`src/rtl/evp_horner_multiset.sv`:
```
// -----------------------------------------------------------------------------
// evp_horner_multiset
//   Polynomial evaluation engine. Holds NUM_SETS independent coefficient sets
//   and evaluates sum(c_i * x^i), i = 0..N, by Horner's scheme with one MAC per
//   cycle. Each finished evaluation is pushed to the result/status FIFOs with a
//   one-cycle write strobe, honouring downstream back-pressure.
//
// Ports
//   clk, rst       rising-edge clock, synchronous active-high reset
//   coef_wr_*      coefficient store write port (set, index, value)
//   start          evaluation request, sampled only while idle
//   set_sel        coefficient set to evaluate (latched on start)
//   degree         polynomial degree N (latched on start)
//   x_in           evaluation point x (latched on start)
//   out_full       downstream FIFO full; stalls the result write
//   busy           engine is not idle
//   wr_out         one-cycle write strobe to the result and status FIFOs
//   result_out     polynomial value, valid while wr_out = 1
//   status_out     [0] overflow, [1] bad degree, [2] write conflict
//   done           one-cycle completion pulse, coincident with wr_out
// -----------------------------------------------------------------------------
module evp_horner_multiset #(
   parameter int WIDTH     = 16,
   parameter int ACC_WIDTH = 32,
   parameter int MAX_N     = 10,
   parameter int NUM_SETS  = 4,
   parameter int SB        = 2,
   parameter int IB        = 4
) (
   input  logic                 clk,
   input  logic                 rst,
   input  logic                 coef_wr_en,
   input  logic [SB-1:0]        coef_wr_set,
   input  logic [IB-1:0]        coef_wr_idx,
   input  logic [WIDTH-1:0]     coef_wr_data,
   input  logic                 start,
   input  logic [SB-1:0]        set_sel,
   input  logic [IB-1:0]        degree,
   input  logic [WIDTH-1:0]     x_in,
   input  logic                 out_full,
   output logic                 busy,
   output logic                 wr_out,
   output logic [ACC_WIDTH-1:0] result_out,
   output logic [2:0]           status_out,
   output logic                 done
);

   localparam int unsigned NUM_COEF = MAX_N + 1;
   localparam int          PW       = ACC_WIDTH + WIDTH;
   localparam logic [IB-1:0] MAX_N_IB = IB'(MAX_N);

   typedef enum logic [1:0] {S_IDLE, S_MAC, S_WRITE} state_t;

   state_t state, state_nx;

   logic signed [WIDTH-1:0]     coef [NUM_SETS][NUM_COEF];
   logic signed [WIDTH-1:0]     coef_rd;
   logic [SB-1:0]               rd_set;
   logic [IB-1:0]               rd_idx;

   logic signed [ACC_WIDTH-1:0] acc;
   logic signed [WIDTH-1:0]     x_q;
   logic [IB-1:0]               idx_q;
   logic [SB-1:0]               set_q;
   logic [2:0]                  flags;

   logic signed [PW-1:0]        prod;
   logic signed [PW-1:0]        sum;
   logic                        ovf;
   logic                        bad_deg;
   logic                        idx_ok;
   logic                        conflict;
   logic                        wr_accept;
   logic [2:0]                  flags_now;

   assign busy      = (state != S_IDLE);
   assign bad_deg   = (degree > MAX_N_IB);
   assign idx_ok    = (coef_wr_idx <= MAX_N_IB);
   // A write aimed at the set being evaluated is dropped and flagged so the
   // evaluation never sees a mix of old and new coefficients.
   assign conflict  = coef_wr_en && busy && (coef_wr_set == set_q);
   assign wr_accept = coef_wr_en && idx_ok && !conflict;
   assign flags_now = flags | {conflict, 2'b00};

   // Read address: the top coefficient when starting, then c[idx-1] while in MAC.
   always_comb begin
      rd_set = set_q;
      rd_idx = idx_q - IB'(1);
      if (state == S_IDLE) begin
         rd_set = set_sel;
         rd_idx = degree;
      end
   end

   always_comb begin
      coef_rd = '0;
      for (int unsigned s = 0; s < NUM_SETS; s++) begin
         for (int unsigned i = 0; i < NUM_COEF; i++) begin
            if (rd_set == SB'(s) && rd_idx == IB'(i)) begin
               coef_rd = coef[s][i];
            end
         end
      end
   end

   // Full-width MAC; overflow is any intermediate outside the signed ACC range.
   always_comb begin
      prod = PW'(acc) * PW'(x_q);
      sum  = prod + PW'(coef_rd);
      ovf  = (prod[PW-1:ACC_WIDTH-1] != {(WIDTH+1){prod[PW-1]}}) ||
             (sum[PW-1:ACC_WIDTH-1]  != {(WIDTH+1){sum[PW-1]}});
   end

   always_ff @(posedge clk) begin
      if (rst) begin
         for (int unsigned s = 0; s < NUM_SETS; s++) begin
            for (int unsigned i = 0; i < NUM_COEF; i++) begin
               coef[s][i] <= '0;
            end
         end
      end else if (wr_accept) begin
         for (int unsigned s = 0; s < NUM_SETS; s++) begin
            for (int unsigned i = 0; i < NUM_COEF; i++) begin
               if (coef_wr_set == SB'(s) && coef_wr_idx == IB'(i)) begin
                  coef[s][i] <= coef_wr_data;
               end
            end
         end
      end
   end

   always_ff @(posedge clk) begin
      if (rst) begin
         state <= S_IDLE;
      end else begin
         state <= state_nx;
      end
   end

   always_comb begin
      state_nx = state;
      case (state)
         S_IDLE: begin
            if (start) begin
               if (bad_deg || degree == '0) begin
                  state_nx = S_WRITE;
               end else begin
                  state_nx = S_MAC;
               end
            end
         end
         S_MAC: begin
            if (idx_q == IB'(1)) begin
               state_nx = S_WRITE;
            end
         end
         S_WRITE: begin
            if (!out_full) begin
               state_nx = S_IDLE;
            end
         end
         default: state_nx = S_IDLE;
      endcase
   end

   always_ff @(posedge clk) begin
      if (rst) begin
         acc        <= '0;
         x_q        <= '0;
         idx_q      <= '0;
         set_q      <= '0;
         flags      <= '0;
         wr_out     <= 1'b0;
         done       <= 1'b0;
         result_out <= '0;
         status_out <= '0;
      end else begin
         wr_out <= 1'b0;
         done   <= 1'b0;
         case (state)
            S_IDLE: begin
               if (start) begin
                  set_q <= set_sel;
                  x_q   <= x_in;
                  if (bad_deg) begin
                     acc   <= '0;
                     idx_q <= '0;
                     flags <= 3'b010;
                  end else begin
                     acc   <= ACC_WIDTH'(coef_rd);
                     idx_q <= degree;
                     flags <= '0;
                  end
               end
            end
            S_MAC: begin
               acc   <= sum[ACC_WIDTH-1:0];
               idx_q <= idx_q - IB'(1);
               flags <= {flags_now[2], flags_now[1], flags_now[0] | ovf};
            end
            S_WRITE: begin
               flags <= flags_now;
               if (!out_full) begin
                  wr_out     <= 1'b1;
                  done       <= 1'b1;
                  result_out <= acc;
                  status_out <= flags_now;
               end
            end
            default: ;
         endcase
      end
   end

endmodule
```
`config.mk`:
```
export PLATFORM = sky130hd
export DESIGN_NAME = evp_horner_multiset
export DESIGN_NICKNAME = d
export VERILOG_FILES = /design/src/rtl/evp_horner_multiset.sv
export SDC_FILE = /design/constraint.sdc
export NUM_CORES = 2
export LEC_CHECK = 0
export BUFFER_PORTS_ARGS = -buffer_cell sky130_fd_sc_hd__clkbuf_2
export CAP_MARGIN = 0
export CELL_PAD_IN_SITES_DETAIL_PLACEMENT = 1
export CELL_PAD_IN_SITES_GLOBAL_PLACEMENT = 1
export CORE_MARGIN = 1.5
export CORE_UTILIZATION = 39
export CTS_BUF_LIST = sky130_fd_sc_hd__clkbuf_4
export CTS_CLUSTER_DIAMETER = 50
export DETAILED_ROUTE_END_ITERATION = 8
export MAX_ROUTING_LAYER = met4
export PLACE_DENSITY = 0.72
export SLEW_MARGIN = 20
export SYNTH_ARGS = -nofsm -noshare
export SYNTH_HDL_FRONTEND = slang
export SYNTH_SLANG_ARGS = --single-unit
```
`constraint.sdc`:
```
create_clock -name clk -period 12.6 [get_ports clk]
set_input_delay 2.52 -clock clk [delete_from_list [all_inputs] [get_ports clk]]
set_output_delay 2.52 -clock clk [all_outputs]
set_load 0.01 [all_outputs]
```
==> summary.md <==
| Metric | Value |
|---|---|
| Status | `finished clean` |
| Ys flop type | `edfxtp_1` |
| Largest net degree at the start of global routing | `77` |
| Slowest-stage cell, CP | `dfxtp_1` |
| Startpoint Class | `flop` |
| Clock Latency Late Sink | `1190 ps` |
| Netlist cell types | `96` |
| # fillers | `14900` |
| Crit Path Class | `reg -> reg` |
| Most numerous cell on the critical path | `fa_1` |
| CTS Buf Count | `207` |
| Syn nets | `5520` |
| Grt ovf | `0` |
| CTS root buf | `clkbuf_4` |
| Layout cell share with drive strength beyond 1 | `12.3%` |
| WL final | `184000 microns` |
| Hold-fix buffers, CTS | `0` |
| Crit path DAT | `11560 ps` |
| Synth Area in Compound Gates | `10.9%` |
| Fin cells | `6889` |
| Initial Util | `39.4%` |
| Slew HR | `18.0%` |
| Setup Buffers After CTS | `0` |
| Register area | `0.0230 sq mm` |
| Final Max Slew Viols | `0` |
| Final min period | `10610 ps` |
| Post-DR wirelength/cell | `26.6 microns` |
| Tcrit/Tclk final | `84.2%` |
| Post-CTS sizing | `0` |
| Residual DRC | `0` |
| GPL Wtd Cong | `0.942` |
| 1st-pass router iterations | `9` |
| Site row count | `135` |
| Layout area overhead | `9.78%` |
| Worst hold path type | `reg -> reg` |
| H-tree levels | `4` |
| Skew final | `122 ps` |
| Final hold violations | `0` |
| CP max FO | `18` |
| Critical path endpoint category | `flop` |
| Global-route wire length before repair | `275000 microns` |
| Area of the multi-input gates | `0.0273 sq mm` |
| Post-Syn Instances | `4817` |
| Layout Nets | `5631` |
| Post-synthesis mux area share | `0.206%` |
| Measured slew at the worst slew-check pin | `1230 ps` |
| Post-route antenna net violation count | `0` |
| Hpwl dp | `126000 microns` |
| Final setup violation count | `0` |
| Die ar. | `0.139 sq mm` |
| Post-synthesis sequential area ratio | `43.1%` |
| RSZ-0062 raised after global routing | `false` |
| Setup WS pre-CTS | `1840 ps` |
| Crit path required time | `13550 ps` |
| Via density | `5.82` |
| Placed insts | `6499` |
| Detailed router's first-iteration violation count | `4553` |
| Max incr delay on CP | `1040 ps` |
| LEAKAGE | `22.6 nW` |
| Post-Syn Area per Cell | `11.1 sq um` |
| Area share of fa/ha/maj cells after synthesis | `22.2%` |
| Clock sink total | `799` |
| Synth Warn # | `0` |
| Yosys reg bits | `799` |
| Total GRT Usage | `27.2%` |
| I/O Buffers | `86` |
| Post-synth EDFFs | `704` |
| Xor/xnor share of the synthesized area | `1.47%` |
| Core Region | `0.136 sq mm` |
| Die width | `373 microns` |
| Simple-gate share of the synthesized area | `16.1%` |
| Combinational family with the most area after synthesis | `adder cells` |
| Worst IR drop on VDD | `180 uV` |
| Clk pin slew, worst setup/hold paths | `60 ps` |
| Finished Core Util | `43.2%` |
| Async SR Flop Fraction | `0%` |
| PwrDens | `225 mW/mm^2` |
| TNS Setup | `0 ps` |
| Die Y | `373 microns` |
| CTS Buffer Depth | `3` |
| Antenna violations before repair | `17` |
| Via count of the first global-routing pass | `42300` |
| I/O Pins | `87` |
| DR vias | `40100` |
| Post-Syn Area | `0.0534 sq mm` |
| Final worst slack | `1990 ps` |
| CTS tree | `done` |
| Max_cap viols | `0` |
| Fmax | `0.0943 GHz` |
flip-flops by register name, summed over array words and instances (netlist names):
| register | count |
|---|---|
| idx_q | 4 |
| result_out | 32 |
| status_out | 3 |
| state | 2 |
| done | 1 |
| x_q | 16 |
| set_q | 2 |
| acc | 32 |
| flags | 3 |
| coef | 704 |
cell usage in the layout (no fill, tap or decap), drive strengths merged, types with 12 or more instances in the layout:
master / Yosys / layout
a22oi: 122 / 122
a221oi: 66 / 66
and3: 20 / 20
nor4: 21 / 21
inv: 535 / 543
nor3b: 13 / 13
o21bai: 13 / 13
nor2: 170 / 170
and2: 547 / 547
a21oi: 159 / 159
nand2: 572 / 572
a211oi: 46 / 46
diode: 0 / 18
a222oi: 56 / 56
nand2b: 55 / 55
o21ai: 80 / 80
or3: 12 / 12
nand3: 51 / 51
ha: 167 / 167
fa: 487 / 487
nor2b: 23 / 23
xor2: 22 / 22
a21o: 74 / 74
xnor2: 65 / 65
dfxtp: 95 / 95
nor3: 79 / 79
clkbuf: 252 / 387
edfxtp: 704 / 704
clkinv: 0 / 59
o21a: 23 / 23
a22o: 22 / 22
buf: 39 / 108
nand4: 39 / 39
o22ai: 22 / 22
a31oi: 16 / 16
where the power goes:
part           leakage (nW)  total, mW  switching [mW]  internal (mW)
logic                  13.0       7.41            4.65           2.76
registers              8.05       3.45           0.391           3.06
clock network          1.59       2.33            1.19           1.14
per-stage QoR:
step | total power [mW] | cell area, sq um | hold WS, ps
after floorplan | 8.64 | 53400 | 431
after global placement | 10.6 | 55800 | 441
after detailed placement | 10.8 | 55800 | 447
after CTS | 13.2 | 58500 | 459
after global routing | 14.1 | 58600 | 473
final | 13.2 | 58600 | 454
cells in the mapped netlist (12+ instances only):
cell	instances	area, sq um
dfxtp_1	95	1900
a31oi_1	15	93.8
xor2_1	22	193
fa_1	487	9750
nor2_1	170	638
a211oi_1	45	338
nor3b_1	12	90.1
a21o_1	74	556
inv_1	535	2010
o21a_1	22	165
edfxtp_1	704	21100
a21oi_1	155	776
xnor2_1	65	569
o21ai_0	68	340
and2_1	547	3420
nor3_2	15	150
clkbuf_1	252	946
nor4_1	13	81.3
nand2_1	571	2140
nor3_1	58	290
a22oi_1	121	908
nand2b_1	55	344
nand4_1	39	244
o22ai_1	21	131
a22o_1	22	193
nor2b_1	23	144
and3_1	20	125
nand3_1	51	255
ha_1	167	2090
a222oi_1	56	561
a221oi_1	63	552
buf_2	22	110
or3_1	12	75.1
o21bai_1	13	97.6
critical path, delay by kind of cell (launching register included):
family | cells | cell delay, ps
adder cells (fa/ha/maj) | 8 | 3820
AO/OA/AOI/OAI | 14 | 3750
flip-flops | 1 | 1040
AND/OR/NAND/NOR | 4 | 850
XOR/XNOR | 2 | 630
buffers and inverters | 3 | 160
multiplexers | 1 | 160
kinds of logic (layout without fill, tap and decap cells):
logic type | after synthesis | in the layout
AOI/OAI and AO/OA | 797 | 797
xor gates and xnor gates | 88 | 88
adders and majority gates | 654 | 654
buffers and inverters | 826 | 1099
DFF | 799 | 799
muxes | 11 | 11
other | 0 | 18
and+or+nand+nor | 1642 | 1642
cell type report:
class                   instances  area share, %
clock buffers                 302           3.87
clock inverters                69          0.743
multi-input cells            3192           46.6
diodes                         18         0.0768
flip-flops and latches        799           39.3
inverters                     535           3.43
repair buffers                193           2.15
well taps                    1781           3.80
routing by layer:
layer  part of all wire [%]  GRT usage [%]
met5                      0              -
met2                     46           41.7
met4                    3.5           9.96
met1                     40           35.8
met3                     10           5.30
final timing paths:
path	cells past startpoint	from	endpoint	slack (ps)
max	32	acc[14]$_SDFFE_PP0P_	flags[0]$_SDFFE_PP0P_	1990
min reg2reg	2	result_out[11]$_SDFFE_PP0P_	result_out[11]$_SDFFE_PP0P_	450
max reg2reg	32	acc[14]$_SDFFE_PP0P_	flags[0]$_SDFFE_PP0P_	1990
min	2	result_out[11]$_SDFFE_PP0P_	result_out[11]$_SDFFE_PP0P_	450
No activity file was read; power rests on OpenSTA's default activity.
